==> src/rtl/ps2_receptor.sv <==
// ps2_receptor: PS/2 device-to-host receiver (sync, clock deglitch, 11-bit deserialiser).
// Optional frame checking with PS2_FRAME_CHECK_EN; revision 1.0.
`default_nettype none

module ps2_receptor #(
    parameter int FILTER_LEN     = 8,
    parameter int TIMEOUT_CYCLES = 10000
) (
    input  logic       Clock_i,
    input  logic       Reset_i,
    input  logic       ps2d_i,
    input  logic       ps2c_i,
    input  logic       rx_en_i,
    output logic [7:0] dout_o,
    output logic       rx_done_tick_o,
    output logic       frame_err_o
);

    localparam int TMO_W = (TIMEOUT_CYCLES > 1) ? $clog2(TIMEOUT_CYCLES) : 1;
    localparam logic [TMO_W-1:0] c_TMO_MAX = TMO_W'(TIMEOUT_CYCLES - 1);

    localparam logic [1:0] c_IDLE = 2'd0;
    localparam logic [1:0] c_DPS  = 2'd1;
    localparam logic [1:0] c_LOAD = 2'd2;

    logic [1:0]            r_c_sync;
    logic [1:0]            r_d_sync;
    logic [FILTER_LEN-1:0] r_filter;
    logic                  r_fclk;
    logic                  w_fall;

    logic [1:0]            r_state;
    logic [10:0]           r_bits;
    logic [3:0]            r_cnt;
    logic [TMO_W-1:0]      r_tmo;
    logic [7:0]            r_dout;
    logic [10:0]           w_shift;

    always_ff @(posedge Clock_i or negedge Reset_i) begin
        if (!Reset_i) begin
            r_c_sync <= '1;
            r_d_sync <= '1;
            r_filter <= '1;
            r_fclk   <= 1'b1;
        end else begin
            r_c_sync <= {r_c_sync[0], ps2c_i};
            r_d_sync <= {r_d_sync[0], ps2d_i};
            r_filter <= {r_c_sync[1], r_filter[FILTER_LEN-1:1]};
            if (&r_filter) begin
                r_fclk <= 1'b1;
            end else if (~|r_filter) begin
                r_fclk <= 1'b0;
            end
        end
    end

    // Strobe fires in the single cycle where the filter is all zeros but the level is still high.
    assign w_fall  = r_fclk & ~|r_filter;
    assign w_shift = {r_d_sync[1], r_bits[10:1]};

`ifdef PS2_FRAME_CHECK_EN
    logic r_done;
    logic r_err;
    logic w_frame_ok;

    assign w_frame_ok = ~r_bits[0] & r_bits[10] & (^r_bits[9:1]);
`else
    logic w_unused;

    assign w_unused = r_bits[0];
`endif

    always_ff @(posedge Clock_i or negedge Reset_i) begin
        if (!Reset_i) begin
            r_state <= c_IDLE;
            r_bits  <= '0;
            r_cnt   <= '0;
            r_tmo   <= '0;
            r_dout  <= '0;
`ifdef PS2_FRAME_CHECK_EN
            r_done  <= 1'b0;
            r_err   <= 1'b0;
`endif
        end else begin
`ifdef PS2_FRAME_CHECK_EN
            r_done <= 1'b0;
            r_err  <= 1'b0;
`endif
            case (r_state)
                c_IDLE: begin
                    r_tmo <= '0;
                    if (w_fall && rx_en_i) begin
                        r_bits  <= w_shift;
                        r_cnt   <= 4'd9;
                        r_state <= c_DPS;
                    end
                end
                c_DPS: begin
                    // A falling edge takes priority over an expiring timeout.
                    if (w_fall) begin
                        r_bits <= w_shift;
                        r_tmo  <= '0;
                        if (r_cnt == 4'd0) begin
                            r_state <= c_LOAD;
`ifndef PS2_FRAME_CHECK_EN
                            r_dout  <= w_shift[8:1];
`endif
                        end else begin
                            r_cnt <= r_cnt - 4'd1;
                        end
                    end else if (r_tmo == c_TMO_MAX) begin
                        r_tmo   <= '0;
                        r_state <= c_IDLE;
`ifdef PS2_FRAME_CHECK_EN
                        r_err   <= 1'b1;
`endif
                    end else begin
                        r_tmo <= r_tmo + 1'b1;
                    end
                end
                c_LOAD: begin
                    r_tmo   <= '0;
                    r_state <= c_IDLE;
`ifdef PS2_FRAME_CHECK_EN
                    if (w_frame_ok) begin
                        r_dout <= r_bits[8:1];
                        r_done <= 1'b1;
                    end else begin
                        r_err  <= 1'b1;
                    end
`endif
                end
                default: begin
                    r_state <= c_IDLE;
                end
            endcase
        end
    end

    assign dout_o = r_dout;

`ifdef PS2_FRAME_CHECK_EN
    assign rx_done_tick_o = r_done;
    assign frame_err_o    = r_err;
`else
    assign rx_done_tick_o = (r_state == c_LOAD);
    assign frame_err_o    = 1'b0;
`endif

endmodule

`default_nettype wire

==> config.mk <==
export PLATFORM = sky130hd
export DESIGN_NAME = ps2_receptor
export DESIGN_NICKNAME = d
export VERILOG_FILES = /design/src/rtl/ps2_receptor.sv
export SDC_FILE = /design/constraint.sdc
export NUM_CORES = 1
export LEC_CHECK = 0
export ABC_AREA = 1
export CAP_MARGIN = 20
export CORE_ASPECT_RATIO = 1.1
export CORE_MARGIN = 1.5
export CORE_UTILIZATION = 60
export CTS_BUF_LIST = sky130_fd_sc_hd__clkbuf_16
export CTS_CLUSTER_SIZE = 28
export DETAILED_ROUTE_END_ITERATION = 10
export GPL_TIMING_DRIVEN = 1
export PLACE_DENSITY_LB_ADDON = 0.15
export SKIP_LAST_GASP = 1
export SYNTH_ARGS = -nofsm -noshare
export SYNTH_HDL_FRONTEND = slang
export SYNTH_SLANG_ARGS = --single-unit
==> constraint.sdc <==
create_clock -name Clock_i -period 3.5 [get_ports Clock_i]
set_input_delay 0.7 -clock Clock_i [delete_from_list [all_inputs] [get_ports Clock_i]]
set_output_delay 0.7 -clock Clock_i [all_outputs]
set_load 0.005 [all_outputs]
==> impl_metrics.json <==
{
  "irDropWorstVdd_uv": 328,
  "crit_arrival_ns": 1.54,
  "r2r_cells": 8,
  "die_area_um2": 4270,
  "end_kind": "output pin",
  "path_clk_slew_ns": 0.06,
  "min_to": "r_d_sync[1]",
  "core_area_um2": 3680,
  "synth.area.top_cells": "dfrtp_1, nand2_1, dfstp_2, nand3_1, nor2_1",
  "whs_path_depth": 0,
  "cts_tree": "done",
  "route.met2.wl_mm": 2.15,
  "p_total_mw": 1.52,
  "ant_nets": 0,
  "r2r_slack_ns": 1.97,
  "max_freq_mhz": 447,
  "overflow": 0,
  "synthDistinctLibCells": 33,
  "r2r_start": "r_filter[5]",
  "avgRoutedWirePerCell_um": 13.0,
  "async_flop_share_pct": 100,
  "synth.avg_cell_area_um2": 8.76,
  "hold_violations": 0,
  "cap_violations": 0,
  "route.detailed.drc": 0,
  "die_h_um": 68.4,
  "hpwl_mm": 2.99,
  "top_layer_used": "met4",
  "worst_hold_path_type": "reg -> reg",
  "synth_edf_count": 0,
  "cts_hold_buffers": 0,
  "yosysSeqAreaShare_pct": 54.4,
  "tns_ns": 0,
  "synthCells": 266,
  "synthTopCellsByCount": "nand2_1, dfrtp_1, nand3_1",
  "final_util_pct": 72.6,
  "ios": 15,
  "min_from": "r_d_sync[0]",
  "routed_via_density": 5.41,
  "cts.sinks": 50,
  "cts_setup_buffers": 0,
  "max_slew_margin_pct": 63.3,
  "syn_nets": 274,
  "drt-met1-wl_mm": 1.97,
  "antenna_cells": 0,
  "required_ns": 2.80,
  "first_pass_iters": 4,
  "drt_wl_total_mm": 4.37,
  "synth_top_area_share_pct": 39.7,
  "gp_congestion": 0.829,
  "ys.warnings.count": 0,
  "p_per_area_nw_per_um2": 568,
  "r2r_end": "r_cnt[0]",
  "setup_viol": 0,
  "grt_usage_pct": 23.1,
  "fin_nets": 293,
  "hold_slack_ns": 0.357,
  "drv_slew": 0,
  "grt_pass1_vias": 1746,
  "port_buffers": 13,
  "post-synth-top-count-cell": "nand2_1",
  "critPathMaxFanout": 4,
  "min_period_ns": 2.24,
  "fin_worst_skew_ns": 0.00399,
  "crit_type": "reg -> out",
  "cts_max_level": 2,
  "synthFlopType": "dfrtp_1",
  "synth_top_cell_by_area": "dfrtp_1",
  "critPathLaunchType": "flip-flop",
  "start_util_pct": 63.2,
  "worstMarginPinSlew_ns": 0.550,
  "grt_pass1_wl_mm": 7.57,
  "status": "finished clean",
  "cts_made_buffers": 5,
  "clk_latency_ns": 0.29,
  "area.growth.synth_to_final_pct": 14.8,
  "synth-seq-cells": 50,
  "root_buffer": "clkbuf_16",
  "wl_met3_um": 167,
  "place_area_um2": 2500,
  "cts_resized": 0,
  "fin_crit_sh_pct": 64.0,
  "synth_area_um2": 2330,
  "clock_tree.buffer_depth": 2,
  "drive_above_1_share_pct": 13.3,
  "leakage_nw": 1.23,
  "via_count": 1817,
  "drtIter0Drc": 99,
  "grt_start_max_net_pins": 47,
  "grt_setup_unrepaired": "false",
  "rows": 23,
  "die_x_um": 62.4,
  "final_cell_area_um2": 2670,
  "antenna_found_initial": 0
}
==> flip-flops by register name, summed over array words and instances (netlist names) <==
name	count
r_cnt	4
r_state	2
dout_o	8
r_d_sync	2
r_filter	8
r_fclk	1
r_bits	9
r_c_sync	2
r_tmo	14
==> power by group <==
group          switching (mW)  internal, mW
Clock                   0.203         0.262
Combinational           0.210         0.104
Sequential             0.0728         0.667
Total                   0.486          1.03
==> area by class of cell <==
| type | instances | area [µm²] |
|---|---|---|
| Timing Repair Buffer | 15 | 160 |
| Clock buffer | 5 | 125 |
| Sequential cell | 50 | 1270 |
| Inverter | 21 | 83.8 |
| Tap cell | 50 | 62.6 |
| Clock inverter | 3 | 16.3 |
| Multi-Input combinational cell | 192 | 958 |
| Fill cell | 303 | 1010 |
==> routing by layer <==
layer  track usage, %  vias to the layer above
li1                 -                      899
met3             5.10                        9
met1             28.3                      870
met4             10.3                        0
met5                0                        -
met2             40.2                       39
==> worst max path at each step <==
stage | start | endpoint | cells past startpoint
2_1_floorplan | r_state[1] | rx_done_tick_o | 2
3_3_place_gp | rx_en_i | r_cnt[3] | 6
3_5_place_dp | rx_en_i | r_cnt[0] | 6
4_1_cts | r_state[1] | rx_done_tick_o | 3
5_1_grt | r_state[1] | rx_done_tick_o | 3
6_report | r_state[1] | rx_done_tick_o | 3
==> through the flow <==
stage                     worst slack, ns  std cells
final                                1.26        336
after global routing                 1.21        336
after CTS                            1.27        335
after detailed placement             1.49        327
after global placement               1.56        327
after floorplan                      2.13        266
==> cells in the final DEF (no fill, tap or decap), drive strengths merged <==
cell type      instances
clkdlybuf4s50         12
clkbuf                 5
or2                    1
conb                   1
a21o                   2
o21bai                 1
nand2                 98
dfstp                 13
nor2                  22
buf                    3
o22ai                  4
xor2                   6
nand3                 28
dfrtp                 37
clkinv                 3
ha                     3
o21ai                  9
xnor2                  1
nor3                   5
a21oi                  1
inv                   21
and2                   1
nand4                  8
o211ai                 1
==> worst max-delay path, stage by stage, from the launching register on <==
cell,delay (ns)
dfrtp_1,0.49
inv_1,0.12
nor2_1,0.13
clkdlybuf4s50_1,0.51
==> cell families after synthesis <==
logic type	after synthesis	synth area share, %
simple gates	163	31.5
flops	50	54.4
buf+inv	24	4.46
compound gates	18	5.21
xor+xnor	7	2.63
fa+ha+maj	3	1.61
other cells	1	0.161
No activity file was read; power rests on OpenSTA's default activity.
